**src/rtl/frame_seq_pkg.sv**
```systemverilog
// Shared types for the frame sequencer: display modes, FSM states and mode stepping.
package frame_seq_pkg;

  localparam int NUM_MODES = 4;

  typedef enum logic [1:0] {
    NOISE_ANIM   = 2'd0,
    NOISE_FROZEN = 2'd1,
    NOISE_PAUSED = 2'd2,
    BLANK        = 2'd3
  } mode_t;

  typedef enum logic {
    IDLE = 1'b0,
    RUN  = 1'b1
  } state_t;

  function automatic mode_t next_mode(input mode_t m);
    if (m == mode_t'(2'(NUM_MODES - 1)))
      return NOISE_ANIM;
    else
      return mode_t'(m + 2'd1);
  endfunction

endpackage

```
**src/rtl/rise_detect.sv**
```systemverilog
// 0->1 edge detector for an already-synchronized level; pulse is combinational
// from the current input and the registered previous sample.
module rise_detect (
  input  logic clk,
  input  logic reset,
  input  logic din,
  output logic pulse
);

  logic prev;

  always_ff @(posedge clk) begin
    if (reset)
      prev <= 1'b0;
    else
      prev <= din;
  end

  assign pulse = din & ~prev;

endmodule

```
**src/rtl/frame_sequencer.sv**
```systemverilog
// Frame-locked mode sequencer for the noise LFSR bank; all outputs registered, one cycle
// after the beam boundary input. Automatic mode advance is compiled in with FRAME_SEQ_AUTO_EN.
module frame_sequencer
  import frame_seq_pkg::*;
#(
  parameter int FRAMES_PER_STEP = 60,
  parameter int CNT_W           = 8
) (
  input  logic             clk,
  input  logic             reset,
  input  logic [9:0]       hpos,
  input  logic [9:0]       vpos,
  input  logic             display_on,
  input  logic             step_req,
  output logic [1:0]       mode,
  output logic             frame_start,
  output logic             lfsr_run,
  output logic             lfsr_load,
  output logic             rgb_blank,
  output logic [CNT_W-1:0] frame_count
);

  localparam logic [CNT_W-1:0] CNT_MAX = '1;

  state_t state;
  mode_t  mode_q;
  logic   pending;
  logic   step_edge;
  logic   boundary;
  logic   auto_hit;
  logic   advance;
  mode_t  new_mode;

  // display_on is combined with rgb_blank by the top-level RGB mux, not here.
  logic   unused_display_on;
  assign unused_display_on = display_on;

  rise_detect u_step_edge (
    .clk   (clk),
    .reset (reset),
    .din   (step_req),
    .pulse (step_edge)
  );

  assign boundary = (hpos == 10'd0) && (vpos == 10'd0);

`ifdef FRAME_SEQ_AUTO_EN
  localparam logic [CNT_W-1:0] CNT_TERM = CNT_W'(FRAMES_PER_STEP - 1);
  assign auto_hit = (frame_count == CNT_TERM);
`else
  localparam int unused_frames_per_step = FRAMES_PER_STEP;
  assign auto_hit = 1'b0;
`endif

  assign advance  = pending | auto_hit;
  assign new_mode = advance ? next_mode(mode_q) : mode_q;
  assign mode     = mode_q;

  always_ff @(posedge clk) begin
    if (reset) begin
      state       <= IDLE;
      mode_q      <= NOISE_ANIM;
      frame_start <= 1'b0;
      lfsr_run    <= 1'b0;
      lfsr_load   <= 1'b0;
      rgb_blank   <= 1'b1;
      frame_count <= '0;
      pending     <= 1'b0;
    end else begin
      frame_start <= boundary;
      lfsr_load   <= 1'b0;
      case (state)
        IDLE: begin
          // Step edges are dropped until the first frame has been seen.
          if (boundary) begin
            state       <= RUN;
            mode_q      <= NOISE_ANIM;
            lfsr_load   <= 1'b1;
            lfsr_run    <= 1'b1;
            rgb_blank   <= 1'b0;
            frame_count <= '0;
          end
        end
        RUN: begin
          if (boundary) begin
            mode_q    <= new_mode;
            lfsr_run  <= (new_mode == NOISE_ANIM) || (new_mode == NOISE_FROZEN);
            rgb_blank <= (new_mode == BLANK);
            lfsr_load <= (new_mode == NOISE_FROZEN);
            if (advance) begin
              frame_count <= '0;
              // An edge arriving with the consuming boundary is kept for the next frame.
              pending     <= step_edge;
            end else begin
              frame_count <= (frame_count == CNT_MAX) ? frame_count : frame_count + 1'b1;
              pending     <= pending | step_edge;
            end
          end else begin
            pending <= pending | step_edge;
          end
        end
      endcase
    end
  end

endmodule

```
**config.mk**
```make
export PLATFORM = sky130hd
export DESIGN_NAME = frame_sequencer
export DESIGN_NICKNAME = d
export VERILOG_FILES = /design/src/rtl/frame_seq_pkg.sv /design/src/rtl/rise_detect.sv /design/src/rtl/frame_sequencer.sv
export SDC_FILE = /design/constraint.sdc
export NUM_CORES = 1
export LEC_CHECK = 0
export BUFFER_PORTS_ARGS = -buffer_cell sky130_fd_sc_hd__buf_2
export CAP_MARGIN = 5
export CORE_MARGIN = 1.5
export CORE_UTILIZATION = 45
export CTS_CLUSTER_DIAMETER = 120
export DETAILED_ROUTE_END_ITERATION = 6
export PLACE_DENSITY = 0.8
export SLEW_MARGIN = 10
export SYNTH_ARGS = -nofsm -noshare
export SYNTH_HDL_FRONTEND = slang
export SYNTH_SLANG_ARGS = --single-unit
```
**constraint.sdc**
```tcl
create_clock -name clk -period 1.65 [get_ports clk]
set_clock_uncertainty 0.05 [all_clocks]
set_input_delay 0 -clock clk [delete_from_list [all_inputs] [get_ports clk]]
set_output_delay 0 -clock clk [all_outputs]
set_load 0.03 [all_outputs]
```
Yosys cells after proc, flatten, opt, wreduce, memory -nomap -nowiden

Cells that the tools add are included.

Register bits: 17
Bits in latches: 0
Memory bits (writable): 0
ROM bits: 0
Bits of input ports: 24
Output and inout bits: 14
Logic and storage cells: 51
Memories: 0

Add/subtract/negate cells: 2
Multiply operators: 0
Divide/modulo/power cells: 0
$lt $le $gt $ge: 0
Eq/ne operators: 7
Shift-type cells: 0
Mux-type cells: 22
Bitwise logic cells: 4
Reductions and logical operators: 7

Operator list:

| kind                  | count |
|---|---|
| $mux W8               | 4 |
| $logic_not A10 Y1     | 2 |
| $pmux W8 S2           | 1 |
| $mux W1               | 9 |
| $add A8 B1 Y8 const B | 1 |
| $eq A8 B8 Y1 const B  | 1 |
| $mux W2               | 4 |
| $pmux W1 S2           | 3 |
| $eq A2 B2 Y1 const B  | 2 |
| $pmux W2 S2           | 1 |
| $ne A3 B3 Y1 const B  | 1 |
| $reduce_and A3 Y1     | 1 |
| $add A2 B1 Y2 const B | 1 |
| $eq A2 B1 Y1 const B  | 1 |
| $logic_not A2 Y1      | 1 |
| $ne A2 B1 Y1 const B  | 1 |
| $ne A2 B2 Y1 const B  | 1 |
| $not A1 Y1            | 2 |
| $reduce_and A2 Y1     | 1 |
| $and A1 B1 Y1         | 1 |
| $logic_and A1 B1 Y1   | 1 |
| $logic_or A1 B1 Y1    | 1 |
| $or A1 B1 Y1          | 1 |

Depth between registers and ports, before layout

Gate-level depths: netlist of the first run.

Word-level depth: 7
Gate-level depth with buffers: 6
Depth with buffers taken out: 6

Hierarchy

A second synthesis of the first run with hierarchy kept.

Cell total of the unflattened synthesis: 97
Area total of the unflattened synthesis: 938.4 µm²

Modules (own cells, without submodules):

| module          | times used | cells each | area each (µm²) | seq. area each (µm²) |
|---|---|---|---|---|
| frame_sequencer | 1          | 94         | 890.9           | 320.3 |
| rise_detect     | 1          | 3          | 47.5            | 20.0 |

Worst setup path before layout of the first run

No wires, ideal clock.

Path type: register to register
Start point: register frame_count[0]
End point: register frame_count[2]
Setup time: 0.091 ns
Arrival time: 1.594 ns
Required time: 1.509 ns
Path slack: -0.085 ns
Cell stages (with the launch flop): 6
Path buffers: 0
Clock period less this slack: 1.735 ns
Cell sequence: dfxtp_1 -> ha_1 -> nand3_1 -> nor3_1 -> nor3_2 -> a311oi_1

Word-level cells in the longest chain between the ends: 5
Elaborated cells on any way between the ends: 8
Classes of those cells: add/sub (1); eq/ne (2); mux (4); reduce/logical (1)

RTL lines:

| what                   | line                  | RTL |
|---|---|---|
| start, declared        | frame_sequencer.sv:20 | `output logic [CNT_W-1:0] frame_count` |
| start signal, assigned | frame_sequencer.sv:95 | `frame_count <= (frame_count == CNT_MAX) ? frame_count : frame_count + 1'b1;` |
| $add A8 B1 Y8          | frame_sequencer.sv:95 |  |
| $mux W8                | frame_sequencer.sv:95 |  |
| $mux W8                | frame_sequencer.sv:90 | `if (advance) begin` |
| $mux W8                | frame_sequencer.sv:85 | `if (boundary) begin` |
| $pmux W8 S2            | frame_sequencer.sv:72 | `case (state)` |

Several ways; a longest one is shown, not always the timed one. The select of a mux whose other input is x is not followed.
A chain may end at the register's enable or synchronous reset.

Worst setup path after layout of the first run

Start point: register frame_count[0]
End point: register frame_count[5]

The elaborated chain is that of the path after synthesis.

==> results of run 1 <==
power by group:
group / switching (mW) / internal (mW)
sequential: 0.000278 / 0.411
clock: 0.130 / 0.0943
combinational: 0.0265 / 0.0294
total: 0.157 / 0.535
routing by layer:
metal	global-route usage, %	vias up	part of all wire [%]
met3	3.85	9	5.5
met5	0	-	0
met4	14.4	0	3.5
met1	21.4	374	42
li1	-	423	-
met2	33.7	39	49
sequential cells by signal (all words and copies together), names as in the netlist:
| name | cells |
|---|---|
| u_step_edge.prev | 1 |
| frame_count | 8 |
| state | 1 |
| advance | 1 |
| rgb_blank | 1 |
| lfsr_run | 1 |
| frame_start | 1 |
| lfsr_load | 1 |
| mode | 2 |
stage by stage:
step                      util (%)  power [mW]  worst slack (ns)
after floorplan                  -       0.436            0.0309
after global placement        61.4       0.470             0.126
after detailed placement      61.4       0.472            0.0779
after CTS                     64.6       0.698            0.0416
after global routing          65.6       0.717           0.00163
final                         65.6       0.692            0.0922
worst max-delay path: cells and delay by family, from the launching register on:
kind | cells | cell delay [ns]
compound gates | 3 | 0.61
flops | 1 | 0.38
simple gates | 2 | 0.24
fa+ha+maj | 1 | 0.21
cell type report:
type                       instances  area share [%]
multi-input combinational         66            44.6
sequential                        17            29.3
timing repair buffer              42            19.9
tap                               25            2.67
clock buffer                       4            2.25
inverter                           4            1.28
layout by cell type, fill, tap and decap left out, drive strengths merged, types with 3 or more instances in the layout:
cell / n
dfxtp: 17
nand2: 6
o21ai: 4
clkbuf: 4
nor4: 6
and3: 4
xnor2: 4
a21oi: 4
buf: 39
nor2: 9
dlygate4sd3: 3
inv: 4
nand3: 6
nor3: 5
logic make-up (layout without fill, tap and decap cells):
| family | count (synthesis) | after routing |
|---|---|---|
| buf+inv | 7 | 50 |
| flops | 17 | 17 |
| mux | 1 | 1 |
| compound gates | 19 | 19 |
| simple gates | 40 | 40 |
| xor+xnor | 5 | 5 |
| fa+ha+maj | 1 | 1 |
timing repair:
| item | 4_1_cts | 5_1_grt |
|---|---|---|
| resized for setup | 0 | 4 |
| hold buffers | 3 | 0 |
| endpoints found under the hold margin | 8 | 0 |
| endpoints found under the setup margin | 0 | 3 |
worst min-delay path by stage:
stage / from / end
6_report: vpos[8] / frame_count[1]
5_1_grt: vpos[8] / frame_count[1]
4_1_cts: vpos[8] / mode[1]
3_5_place_dp: step_req / u_step_edge.prev
3_3_place_gp: step_req / u_step_edge.prev
2_1_floorplan: step_req / u_step_edge.prev
==> run metrics, run 1 <==
outcome finished, final reports clean; crit start category flip-flop; Die ar. 2220 um2; H-tree Lvls 1; top_reg_cell synth dfxtp_1; # IOs 38; clock tree buffer depth 2; Synth area leader dfxtp_1; hpwl dp 1460 um; Yosys cell types 35; multi-input logic area 522 um2; core area 1780 um2; number of DRC violations after detailed-routing iteration 0 10; Seq. cell area 343 um2; Initial Util 49.2%; Worst-Skew Late Latency 0.30 ns; Min-Delay Path Class in2reg; vias per cell 5.35; Reg-to-Reg Start frame_count[0]; clk sink count 17; Commonest cells post-synth dfxtp_1, nor2_1, nand2_1, nand3_1; Max-Cap Viols 0; num rows 15; FF-to-FF path depth 6; fraction of layout instances using a drive strength above 1 44.4%; PwrDens 592 nW/um2; grt ovf 0; yosys warns 0; routed via count 845; I/O Buffers 36; ANT cells 0; CP max FO 5; Hold Violations, Final 0; routed len/inst 12.4 um; Final nets 159; placed cells 151; minimum hold slack 0.134 ns; flop2flop setup slack 0.09 ns; Net Count, Synth 115; Mapped Cells 90; chip width 47.2 um; CP Data Arrival Time 1.74 ns; Post-CTS Setup Bufs 0; Max-slew headroom 75.9%; first-pass GRT wire length 2950 um; vias in the first global route 734; top-area cell type share of the netlist area 38.8%; WHS Path Cells 6; Peak Freq 0.642 GHz; TNS Setup 0 ns; DRC errors left 0; RSZ-0062 raised after global routing false; Antenna Nets Post-Route 0; maximum vdd drop 0.441 mV; Worst setup EP type flip-flop; Die Y 47.2 um; EDFF count, synth 0; clock period minus worst slack 1.56 ns; Avg Inst Size Synth 9.75 um2; largest net degree at the start of global routing 10; Finished Cell Area 1170 um2; asr flop ratio synth 0%; All-Layer GR Usage 19.7%; largest family of logic cells by synthesized area simple AND/OR/NAND/NOR gates; clk slew on worst S/H paths 0.09 ns; P&R area growth vs syn 33.4%; Area after DPL 1090 um2; Critical Path Slowest Stage Cell dfxtp_2; cells along the critical path ha_2, nand3_1, o31ai_2, nor3_2, a31o_2, a21oi_1; crit share post-route 94.4%; initial antenna violation count 0; simple-gate share of the synthesized area 32.1%; Crit. Startpoint frame_count[0]; post-synthesis mux area share 1.14%; worst reg2reg path endpoint frame_count[5]; Area contributors post-synth dfxtp_1, nor4_4, xnor2_1, nor2_1, and3_1; WL final 1960 um; Seq/Total Area, Yosys 38.8%; Worst Path Class, Setup reg2reg; slowest stage delay, CP 0.38 ns; Worst Tran Pin Value 0.361 ns; post-synthesis register bit count 17; Fill cells 160; DR pass1 iterations 4; Worst Setup EP frame_count[5]; TritonCTS clock tree done; Slew Limit Fails 0; mapped cell area 877 um2; count leader, synth dfxtp_1; final std cells w/o fill 158; Compound-Gate Fraction of Synth Area 17.7%; CTS buffer count 3; Pleak 0.461 nW; critical path required time 1.83 ns; Final setup viols 0; Post-Synth Adder-Cell Area 1.43%; XOR/XNOR Fraction of Synth Area 4.99%; routability cong. 0.748; Root Buffer Master clkbuf_4
Note: power is estimated with default switching activity, not from simulation.
==> run 2, diff against run 1 <==
--- a/config.mk
+++ b/config.mk
@@ -8,11 +8,12 @@
 export BUFFER_PORTS_ARGS = -buffer_cell sky130_fd_sc_hd__buf_2
 export CAP_MARGIN = 5
 export CORE_MARGIN = 1.5
-export CORE_UTILIZATION = 45
+export CORE_UTILIZATION = 47
 export CTS_CLUSTER_DIAMETER = 120
 export DETAILED_ROUTE_END_ITERATION = 6
-export PLACE_DENSITY = 0.8
+export PLACE_DENSITY = 0.82
 export SLEW_MARGIN = 10
 export SYNTH_ARGS = -nofsm -noshare
 export SYNTH_HDL_FRONTEND = slang
+export SYNTH_HIERARCHICAL = 1
 export SYNTH_SLANG_ARGS = --single-unit
==> run metrics, run 2 <==
outcome finished, final reports clean; largest net degree at the start of global routing 14 (+4); Synth area leader dfxtp_1; crit start category flip-flop; Avg Inst Size Synth 9.67 um2 (-0.73%); Mapped Cells 97 (+7.8%); top_reg_cell synth dfxtp_1; GR Util met3 4.15% (+0.30 points); num rows 15 (unchanged); Min-Delay Path Class in2reg; RSZ-0062 raised after global routing false; Worst-Skew Late Latency 0.30 ns (about the same); H-tree Lvls 1 (unchanged); Yosys cell types 40 (+14%); Final setup viols 0 (unchanged); # IOs 38 (unchanged); Psw 170 uW (+8.0%); most common cell after layout, fill and taps aside buf_2; P&R area growth vs syn 29.2%; I/O Buffers 36 (unchanged); routability cong. 0.865 (+16%); clock tree buffer depth 2 (unchanged); Root Buffer Master clkbuf_4; grt ovf 0 (unchanged); DR pass1 iterations 4 (unchanged); Antenna Nets Post-Route 0 (unchanged); Area contributors post-synth dfxtp_1, nor4_4, nor2b_4, nand2_1, nand4_1; Fill cells 178 (+11%); clock period minus worst slack 1.52 ns (-0.0418 ns); DRC errors left 0 (unchanged); Max-Cap Viols 0 (unchanged); PwrDens 579 nW/um2 (-2.1%); Seq/Total Area, Yosys 36.3% (-2.5 points); slowest stage delay, CP 0.41 ns (+0.03 ns); count leader, synth dfxtp_1; Internal 533 uW (-0.42%); Sw Ratio 24.2% (+1.5 points); CTS buffer count 3 (unchanged); Biggest register frame_count; Net Count, Synth 122 (+6.1%); clk sink count 17 (unchanged); placed cells 158 (+4.6%); Final nets 165 (+3.8%); TritonCTS clock tree done; post-synthesis register bit count 17 (unchanged); Pleak 0.518 nW (+12%); Worst setup EP type flip-flop; layer with the highest usage met2; Commonest cells post-synth dfxtp_1, nand2_1, nor2_1; cells along the critical path ha_1, nand3_2, nor3_4, nor4_1, o32ai_1; initial antenna violation count 0 (unchanged); EDFF count, synth 0 (unchanged); dpl ws 0.155 ns (+0.0766 ns); maximum vdd drop 0.489 mV (+11%); number of DRC violations after detailed-routing iteration 0 42 (+32); Die ar. 2270 um2 (+2.3%); GRT met2 Usage 37.9% (+4.2 points); Initial Util 52.1% (+2.9 points); CP max FO 5 (unchanged); hpwl dp 1630 um (+12%); Max-slew headroom 78.7% (+2.8 points); clk slew on worst S/H paths 0.10 ns (about the same); top-area cell type share of the netlist area 36.3% (-2.5 points); met1 Track Usage GR 28.1% (+6.6 points); ANT cells 0 (unchanged); chip width 47.7 um (+1.1%); WL final 2200 um (+13%); mapped cell area 938 um2 (+7.0%); TNS Setup 0 ns (unchanged); yosys warns 6 (+6); crit share post-route 91.9% (-2.5 points); final std cells w/o fill 164 (+3.8%); All-Layer GR Usage 22.8% (+3.1 points); first-pass GRT wire length 3590 um (+22%); Hold Violations, Final 0 (unchanged); vias in the first global route 842 (+15%); Die Y 47.7 um (+1.1%); max FFs per register 8 (unchanged); Worst Tran Pin Value 0.318 ns (-0.0425 ns); Setup WS post-layout 0.134 ns (+0.0418 ns); part of the power in registers 58.7% (-0.8 points); asr flop ratio synth 0% (unchanged); vias per cell 5.88 (+9.9%); Slew Limit Fails 0 (unchanged); CP Data Arrival Time 1.68 ns (-0.06 ns); Comb power frac 8.8% (+0.7 points); Peak Freq 0.660 GHz (+2.8%); Worst Path Class, Setup reg2reg; routed len/inst 13.4 um (+8.4%); Critical Path Slowest Stage Cell dfxtp_1; critical path required time 1.82 ns (about the same); core area 1800 um2 (+1.1%); clock power share 32.5% (about the same); routed via count 964 (+14%); most frequent cells in the layout buf_2, dfxtp_1, nand2_1; fraction of layout instances using a drive strength above 1 41.7% (-2.6 points)
-- run 2: cell types whose count changed after synthesis, sizes merged, moves of 2 or more --
cell	previous run	this run
a31oi	0	3
nand2	6	9
nand2b	0	2
nand3	6	4
nand4	1	4
nor2	9	6
xnor2	4	2
-- run 2: per-stage QoR --
step | hold slack (ns) | cell area [um2] | util [%] | power, mW
2_1_floorplan | 0.0143 | 938 | - | 0.440
6_report | 0.0182 | 1210 | 67.3 | 0.702
3_3_place_gp | 0.186 | 1150 | 64.0 | 0.478
4_1_cts | 0.0116 | 1200 | 66.7 | 0.711
3_5_place_dp | 0.192 | 1150 | 64.0 | 0.480
5_1_grt | 0.0239 | 1210 | 67.3 | 0.734
-- run 2: layer usage --
metal  routed length, um  vias to the layer above  part of all wire (%)
met1                 862                      455                    39
li1                    -                      458                     -
met3                 164                        5                   7.5
met4                  44                        0                   2.0
met2                1130                       46                    51
met5                   0                        -                     0
-- run 2: critical path, delay by kind of cell, from the launching register on --
| family | cells | cell delay, ns |
|---|---|---|
| DFF | 1 | 0.41 |
| adders and majority gates | 1 | 0.24 |
| and+or+nand+nor | 3 | 0.53 |
| AOI/OAI and AO/OA | 1 | 0.21 |
-- run 2: final timing paths --
| path | slack [ns] | from | cells past startpoint | to |
|---|---|---|---|---|
| worst max-delay path | 0.13 | frame_count[0] | 5 | frame_count[2] |
| worst min-delay path | 0.02 | reset | 2 | state |
| worst max register to register | 0.13 | frame_count[0] | 5 | frame_count[2] |
| worst min register to register | 0.46 | rgb_blank | 2 | rgb_blank |
-- run 2: kinds of logic (layout without fill, tap and decap cells) --
| kind of cell | after synthesis | after routing | synth area share, % |
|---|---|---|---|
| AO/OA/AOI/OAI | 24 | 24 | 20.1 |
| XOR/XNOR | 2 | 2 | 1.87 |
| adder cells (fa/ha/maj) | 1 | 1 | 1.33 |
| buffers and inverters | 7 | 49 | 2.80 |
| flip-flops | 17 | 17 | 36.3 |
| multiplexers | 2 | 2 | 2.13 |
| AND/OR/NAND/NOR | 44 | 44 | 35.5 |
-- run 2: layout make-up --
| cell class | count | area (um2) | share of cell area (%) |
|---|---|---|---|
| inverters | 6 | 22.5 | 1.86 |
| clock buffers | 3 | 22.5 | 1.86 |
| flip-flops and latches | 17 | 340 | 28.1 |
| multi-input cells | 73 | 583 | 48.1 |
| clock inverters | 1 | 5.00 | 0.413 |
| repair buffers | 39 | 208 | 17.1 |
| well taps | 25 | 31.3 | 2.58 |
-- run 2: what timing repair did --
item,in CTS,in global routing
hold endpoints to repair,1,0
hold buffers,2,0
buffers inserted,0,0
resized for setup,0,2
endpoints found under the setup margin,0,3
-- run 2: power groups by stage --
stage / logic [mW] / registers [mW] / clock network (mW)
6_report: 0.0618 / 0.412 / 0.228
5_1_grt: 0.0668 / 0.413 / 0.254
4_1_cts: 0.0621 / 0.412 / 0.237
3_5_place_dp: 0.0584 / 0.422 / 0
3_3_place_gp: 0.0558 / 0.422 / 0
2_1_floorplan: 0.0178 / 0.422 / 0
==> run 3, diff against run 2 <==
--- a/config.mk
+++ b/config.mk
@@ -7,7 +7,7 @@
 export LEC_CHECK = 0
 export BUFFER_PORTS_ARGS = -buffer_cell sky130_fd_sc_hd__buf_2
 export CAP_MARGIN = 5
-export CORE_MARGIN = 1.5
+export CORE_MARGIN = 2
 export CORE_UTILIZATION = 47
 export CTS_CLUSTER_DIAMETER = 120
 export DETAILED_ROUTE_END_ITERATION = 6
==> run metrics, run 3 (same netlist as run 2, synthesis figures left out) <==
outcome finished, final reports clean; TritonCTS clock tree done; PwrDens 569 nW/um2 (-1.7%); worst reg2reg path endpoint frame_count[3]; Critical Path Slowest Stage Cell dfxtp_1; Peak Freq 0.622 GHz (-5.7%); Reg-to-Reg Start frame_count[0]; I/O Buffers 36 (unchanged); initial antenna violation count 0 (unchanged); CTS buffer count 3 (unchanged); cells along the critical path ha_1, nand3_2, nor3_4, nor4_1, o32ai_1; routed via count 949 (-1.6%); chip width 48.7 um (+2.1%); crit start category flip-flop; largest net degree at the start of global routing 14 (unchanged); All-Layer GR Usage 21.0% (-1.8 points); Biggest register frame_count; Die ar. 2370 um2 (+4.2%); CP Data Arrival Time 1.75 ns (+0.07 ns); crit share post-route 97.4% (+5.5 points); # IOs 38 (unchanged); core area 1920 um2 (+6.7%); Setup WS post-layout 0.0426 ns (-0.0914 ns); fraction of layout instances using a drive strength above 1 41.4% (-0.30 points); most frequent cells in the layout buf_2, dfxtp_1, nand2_1; first-pass GRT wire length 3860 um (+7.5%); final std cells w/o fill 167 (+1.8%); Area after DPL 1160 um2 (+0.87%); max FFs per register 8 (unchanged); most common cell after layout, fill and taps aside buf_2; vias per cell 5.68 (-3.3%); maximum vdd drop 0.377 mV (-23%); minimum hold slack 0.0189 ns (+0.000673 ns); slowest stage delay, CP 0.39 ns (-0.02 ns); Slew Limit Fails 0 (unchanged); Final setup viols 0 (unchanged); Worst-Skew Late Latency 0.29 ns (about the same); Crit. Startpoint frame_count[0]; critical path buffer and inverter count 0 (unchanged); Worst Path Class, Setup reg2reg; Max-slew headroom 79.9% (+1.3 points); clk slew on worst S/H paths 0.10 ns (about the same); DR pass1 iterations 4 (unchanged); Crit path max-delay family simple AND/OR/NAND/NOR gates; Final nets 166 (+0.61%); FF-to-FF path depth 5 (unchanged); routability cong. 0.880 (+1.7%); P&R area growth vs syn 30.1%; CP max FO 5 (unchanged); clock period minus worst slack 1.61 ns (+0.0914 ns); placed cells 161 (+1.9%); grt ovf 0 (unchanged); DRC errors left 0 (unchanged); Initial Util 48.8% (-3.3 points); number of DRC violations after detailed-routing iteration 0 49 (+17%); WHS Path Cells 2 (unchanged); clock tree buffer depth 2 (unchanged); critical path required time 1.79 ns (-0.03 ns); Finished Cell Area 1220 um2 (+0.72%); clk sink count 17 (unchanged); dpl ws 0.117 ns (-0.0372 ns); routed len/inst 13.6 um (+1.1%); hpwl dp 1690 um (+3.2%); Antenna Nets Post-Route 0 (unchanged); num rows 16 (+1); Die Y 48.7 um (+2.1%); Max-Cap Viols 0 (unchanged); Worst Tran Pin Value 0.299 ns (-0.0189 ns); Worst setup EP type flip-flop; H-tree Lvls 1 (unchanged); Min-Delay Path Class in2reg; Root Buffer Master clkbuf_4; flop2flop setup slack 0.04 ns (-0.09 ns); Hold Violations, Final 0 (unchanged); hold path endpoint frame_start; vias in the first global route 891 (+5.8%); Fill cells 173 (-2.8%); WL final 2270 um (+3.0%); Pleak 0.520 nW (+0.53%); ANT cells 0 (unchanged); HP Start reset
run 3: changes by cell type in the layout (fill, tap and decap cells not counted), sizes merged:
| cell | before | now |
|---|---|---|
| buf | 37 | 38 |
| clkbuf | 3 | 4 |
| clkinv | 2 | 1 |
run 3: metal layers:
layer,part of all wire (%),vias up,track usage (%)
met1,42,419,25.7
met5,0,-,0
met2,46,60,32.6
met3,8.3,10,2.78
li1,-,460,-
met4,4.2,0,17.6
run 3: cell type report:
class,instances,area (um2),area share [%]
Inverter,6,22.5,1.84
Timing Repair Buffer,40,215,17.6
Tap cell,27,33.8,2.77
Clock buffer,4,26.3,2.15
Sequential cell,17,340,27.9
Multi-Input combinational cell,73,583,47.7
run 3: worst max-delay path by stage:
| stage | slack [ns] | endpoint | cells past startpoint |
|---|---|---|---|
| after detailed placement | 0.12 | frame_count[3] | 5 |
| after CTS | 0.09 | frame_count[3] | 5 |
| after global routing | -0.11 | frame_count[3] | 5 |
| after floorplan | 0.05 | frame_count[2] | 5 |
| after global placement | 0.18 | frame_count[3] | 5 |
| final | 0.04 | frame_count[3] | 5 |
run 3: stage by stage:
stage / TNS [ns] / total power, mW / util [%]
global placement: 0 / 0.478 / 60.5
finish: 0 / 0.695 / 63.5
global route: -0.108 / 0.732 / 63.5
CTS: 0 / 0.706 / 63.0
floorplan: 0 / 0.440 / -
detailed placement: 0 / 0.480 / 60.5
run 3: power breakdown:
| part | switching, mW | internal, mW | total [mW] |
|---|---|---|---|
| registers | 0.00106 | 0.411 | 0.412 |
| clock network | 0.128 | 0.0941 | 0.222 |
| logic | 0.0300 | 0.0309 | 0.0609 |
run 3: repair_timing:
item,in CTS,in global routing
hold buffers,2,0
setup endpoints to repair,0,2
gates resized for setup,0,2
endpoints found under the hold margin,1,0
setup buffers,0,0
